===== src/rtl/mul_pkg.sv =====
// Shared types and constants for the sequential radix-4 Booth multiplier.
package mul_pkg;

  localparam int unsigned W     = 32;
  localparam int unsigned NTRIP = 16;
  localparam int unsigned PW    = 64;

  typedef enum logic [1:0] {
    IDLE = 2'd0,
    RUN  = 2'd1,
    DONE = 2'd2
  } state_t;

  function automatic logic [PW-1:0] sext33to64(input logic [W:0] v);
    return {{(PW - W - 1){v[W]}}, v};
  endfunction

endpackage


===== src/rtl/generate_PPi.sv =====
// Radix-4 Booth partial-product cell: selects 0/+-X/+-2X as a one's-complement
// 33-bit value; sign=1 requests the +1 that completes the negation.
module generate_PPi (
  input  logic [31:0] X,
  input  logic [2:0]  Y_in,
  output logic [32:0] X_out,
  output logic        sign,
  output logic        E
);

  logic        sel_one;
  logic        sel_two;
  logic        neg;
  logic [32:0] mag;

  assign sel_one = Y_in[0] ^ Y_in[1];
  assign sel_two = (Y_in == 3'b011) || (Y_in == 3'b100);
  // 3'b111 encodes zero, so it must not request a negation.
  assign neg     = Y_in[2] & ~(Y_in[1] & Y_in[0]);

  assign mag   = sel_one ? {X[31], X} : (sel_two ? {X, 1'b0} : 33'd0);
  assign X_out = neg ? ~mag : mag;
  assign sign  = neg;
  assign E     = ~X_out[32];

endmodule


===== src/rtl/booth_r4_seq_ctrl.sv =====
// Iterative signed 32x32->64 multiplier: one radix-4 Booth triplet per clock,
// operands in and product out over valid/ready handshakes.
module booth_r4_seq_ctrl
  import mul_pkg::*;
#(
  parameter int unsigned W          = 32,
  parameter bit          EARLY_TERM = 1'b0
) (
  input  logic            clk,
  input  logic            rst_n,
  input  logic            in_valid,
  output logic            in_ready,
  input  logic [W-1:0]    x,
  input  logic [W-1:0]    y,
  output logic            out_valid,
  input  logic            out_ready,
  output logic [PW-1:0]   product,
  output logic            busy
);

  localparam int unsigned IW = $clog2(NTRIP);

  if (W != 32) begin : g_w_check
    $error("booth_r4_seq_ctrl: W must be 32 to match generate_PPi");
  end

  state_t          state;
  logic [W-1:0]    xr;
  logic [W:0]      yr;
  logic [IW-1:0]   i;
  logic [PW-1:0]   acc;

  logic [2:0]      trip_c;
  logic [W:0]      ppx_c;
  logic            pp_sign_c;
  logic            e_unused;
  logic [PW-1:0]   pp_c;
  logic [PW-1:0]   acc_next_c;
  logic [5:0]      rest_lsb_c;
  logic [W:0]      rest_mask_c;
  logic            rest_uniform_c;
  logic            last_c;

  assign trip_c = yr[{i, 1'b0} +: 3];

  generate_PPi u_ppi (
    .X     (xr),
    .Y_in  (trip_c),
    .X_out (ppx_c),
    .sign  (pp_sign_c),
    .E     (e_unused)
  );

  // Sign extension and the negation carry are handled here rather than via E.
  assign pp_c       = sext33to64(ppx_c) + PW'(pp_sign_c);
  assign acc_next_c = acc + (pp_c << {i, 1'b0});

  // y[31:2i+1] lives at yr[32:2i+2]; uniform bits mean every later triplet is 000/111.
  assign rest_lsb_c     = 6'({i, 1'b0}) + 6'd2;
  assign rest_mask_c    = ~((33'd1 << rest_lsb_c) - 33'd1);
  assign rest_uniform_c = ((yr & rest_mask_c) == 33'd0) ||
                          ((yr & rest_mask_c) == rest_mask_c);
  assign last_c         = (i == IW'(NTRIP - 1)) || (EARLY_TERM && rest_uniform_c);

  // Control FSM with accumulator, iteration counter and registered outputs.
  always_ff @(posedge clk or negedge rst_n) begin
    if (!rst_n) begin
      state     <= IDLE;
      xr        <= '0;
      yr        <= '0;
      i         <= '0;
      acc       <= '0;
      in_ready  <= 1'b1;
      out_valid <= 1'b0;
      busy      <= 1'b0;
      product   <= '0;
    end else begin
      case (state)
        IDLE: begin
          if (in_valid && in_ready) begin
            xr       <= x;
            yr       <= {y, 1'b0};
            acc      <= '0;
            i        <= '0;
            in_ready <= 1'b0;
            busy     <= 1'b1;
            state    <= RUN;
          end
        end
        RUN: begin
          acc <= acc_next_c;
          i   <= i + IW'(1);
          if (last_c) begin
            state <= DONE;
          end
        end
        DONE: begin
          if (!out_valid) begin
            out_valid <= 1'b1;
            product   <= acc;
          end else if (out_ready) begin
            out_valid <= 1'b0;
            in_ready  <= 1'b1;
            busy      <= 1'b0;
            state     <= IDLE;
          end
        end
        default: begin
          state     <= IDLE;
          in_ready  <= 1'b1;
          out_valid <= 1'b0;
          busy      <= 1'b0;
        end
      endcase
    end
  end

endmodule

===== config.mk =====
export PLATFORM = sky130hd
export DESIGN_NAME = booth_r4_seq_ctrl
export DESIGN_NICKNAME = d
export VERILOG_FILES = /design/src/rtl/mul_pkg.sv /design/src/rtl/generate_PPi.sv /design/src/rtl/booth_r4_seq_ctrl.sv
export SDC_FILE = /design/constraint.sdc
export NUM_CORES = 1
export LEC_CHECK = 0
export ABC_AREA = 1
export CORE_AREA = 2 2 171 173
export CTS_CLUSTER_SIZE = 12
export DETAILED_ROUTE_END_ITERATION = 8
export DIE_AREA = 0 0 173 175
export GPL_TIMING_DRIVEN = 0
export PLACE_DENSITY = 0.81
export RECOVER_POWER = 50
export SLEW_MARGIN = 20
export SYNTH_ARGS = -nofsm -noshare
export SYNTH_HDL_FRONTEND = slang
export SYNTH_HIERARCHICAL = 1
export SYNTH_SLANG_ARGS = --single-unit

===== constraint.sdc =====
create_clock -name clk -period 5.7 [get_ports clk]
set_input_delay 1.14 -clock clk [delete_from_list [all_inputs] [get_ports clk]]
set_output_delay 1.14 -clock clk [all_outputs]
set_load 0.03 [all_outputs]

==> flow_metrics.py <==
metrics = {
    "clock_network": {
        "cts_buffers": 24,
        "cts_tree": "done",
        "h-tree-depth": 1,
        "root_buffer": "clkbuf_16",
        "insertion_delay_ns": 0.55,
        "clk_pin_slew_ns": 0.07,
        "cts_sinks": 201,
        "clock_path_buffers": 3,
    },
    "floorplan": {
        "die_h_um": 175,
        "start_util_pct": 59.0,
        "die_width_um": 173,
        "row_count": 62,
        "core-area_um2": 28400,
        "dieArea_um2": 30300,
        "pin_count": 135,
    },
    "sta": {
        "min_period_over_period_pct": 105,
        "fin_hold_ws_ns": 0.469,
        "fin_crit_ns": 5.97,
        "fin_setup_tns_ns": -6.53,
        "slew_viol_final": 194,
        "worst_pin_slew_ns": 2.56,
        "setup_ws_ns": -0.267,
        "setup_viol_count_final": 46,
        "relSlewSlack_pct": -70.8,
        "worst_clock_skew_ns": 0.0145,
        "fmax_mhz": 168,
        "rsz0062_at_grt": "true",
        "hold_viol": 0,
    },
    "cells_and_area": {
        "fin_nets": 3167,
        "area_growth_pct": 39.5,
        "final_core_util_pct": 82.4,
        "antenna_cells": 0,
        "drive_above_1_share_pct": 26.3,
        "postLayoutCellArea_um2": 23400,
    },
    "detailed_routing": {
        "dr.pass1.iters": 9,
        "routedWlPerCell_um": 20.9,
        "dr.first_iter.drc_count": 2531,
        "ant_nets": 0,
        "routed_wl_um": 71800,
        "drc": 0,
        "drt-vias-per-instance": 6.19,
        "vias": 21200,
    },
    "placed_design": {
        "dp_hpwl_um": 49800,
        "dpl_cell_area_um2": 18700,
        "gp_congestion": 1.07,
        "io_buffers": 134,
    },
    "critical_path": {
        "slowest_delay_ns": 0.49,
        "crit_top_cell": "nand2_1",
        "path_max_fanout": 10,
        "reg2regPathDepth": 41,
        "cp.arrival_ns": 6.39,
        "crit_type": "register to register",
        "r2r_setup_slack_ns": -0.27,
        "r2r_end": "acc[36]",
        "end_kind": "register",
        "r2r-start": "i[1]",
        "cp_data_required_time_ns": 6.13,
        "crit_path_top_delay_cell": "dfrtp_2",
        "worstSetupStartpointType": "register",
    },
    "global_route": {
        "grt_pass1_vias": 19000,
        "grt_max_degree": 98,
        "grt_pass1_wl_um": 99600,
        "grt_overflow": 0,
        "track_usage_pct": 41.6,
        "grt_antenna_before_repair": 0,
    },
    "hold_path": {
        "whs_endpoint": "product[54]",
        "min_from": "product[54]",
        "min_path_type": "register to register",
        "whs_path_depth": 2,
    },
    "logic_synthesis": {
        "synthCells": 2780,
        "syn-num-nets": 2918,
        "synthesis.area_um2": 16800,
        "yosysWarnings": 6,
        "syn_avg_cell_area_um2": 6.03,
    },
    "status": {
        "status": "complete, but fails checks",
        "violations": "capacitance limit, slew limit, setup timing",
    },
    "run": {
        "drv_cap": 2,
    },
}
-- layer usage --
metal  vias to the layer above  GRT usage (%)  part of all wire, %
met5                         -          0.160                    0
met4                         0           26.2                  8.8
met3                       543           6.07                   10
met2                      1507           70.3                   46
met1                      9791           50.1                   35
li1                       9364              -                    -
-- critical path, delay by kind of cell, from the launching register on --
kind / cells / cell delay, ns
adders and majority gates: 3 / 0.80
buffers and inverters: 9 / 1.11
AOI/OAI and AO/OA: 6 / 0.77
xor gates and xnor gates: 1 / 0.12
and+or+nand+nor: 22 / 2.53
DFF: 1 / 0.49
-- how the worst max path moves through the flow --
stage                      from       to  slack [ns]  cells after the start
final                      i[1]  acc[36]       -0.27                     41
after floorplan            i[3]  acc[60]        0.53                     40
after global placement    rst_n   yr[15]       -4.72                      1
after detailed placement   i[2]  acc[60]       -1.44                     40
after global routing       i[1]  acc[59]       -0.34                     41
after CTS                  i[0]  acc[60]       -0.02                     42
-- flip-flops by register name, summed over array words and instances (netlist names) --
signal and count:
acc 64, product 64, xr 32, yr 32
i 4, state 2, busy 1, in_ready 1
out_valid 1
-- per-stage QoR --
stage / instances / setup WS [ns]
after floorplan: 2780 / 0.534
after global placement: 3298 / -4.72
after detailed placement: 3301 / -1.44
after CTS: 3366 / -0.0231
after global routing: 3428 / -0.337
final: 3428 / -0.267
-- area by class of cell --
class / count / area (um^2)
Tap cell: 384 / 480
Sequential cell: 201 / 5040
Multi-Input combinational cell: 2181 / 13100
Buffer: 99 / 681
Clock inverter: 13 / 145
Timing Repair Buffer: 227 / 2130
Fill cell: 1846 / 5010
Inverter: 295 / 1120
Clock buffer: 28 / 657
-- timing repair --
| item | CTS | global route |
|---|---|---|
| gates cloned | 0 | 4 |
| buffers inserted | 26 | 61 |
| pin swaps | 55 | 172 |
| gates resized for setup | 296 | 577 |
| hold buffers | 0 | 0 |
| setup endpoints to repair | 59 | 55 |
| endpoints found under the hold margin | 0 | 0 |
-- placed cells by master, fill, tap and decap left out, drive strengths merged --
cell type,instances
a21o,2
clkbuf,80
mux2i,1
clkinvlp,2
o22ai,15
o21a,1
dlygate4sd3,1
bufinv,3
nor3,16
clkinv,8
dfstp,1
nand3b,12
buf,141
nand2,1179
o221ai,3
fa,1
clkdlybuf4s50,132
and2,1
nand4,3
nand3,284
o311ai,1
ha,69
xnor2,17
nor2,212
nor4,2
o21bai,7
xor2,8
a21oi,124
and3,1
o21ai,201
dfrtp,200
a21boi,2
or2,8
o31ai,1
o211ai,4
o2111ai,6
inv,295
Power is left out: the tool's default activity adds up to more than one toggle a clock period on the data nets, which glitch-free logic cannot reach.
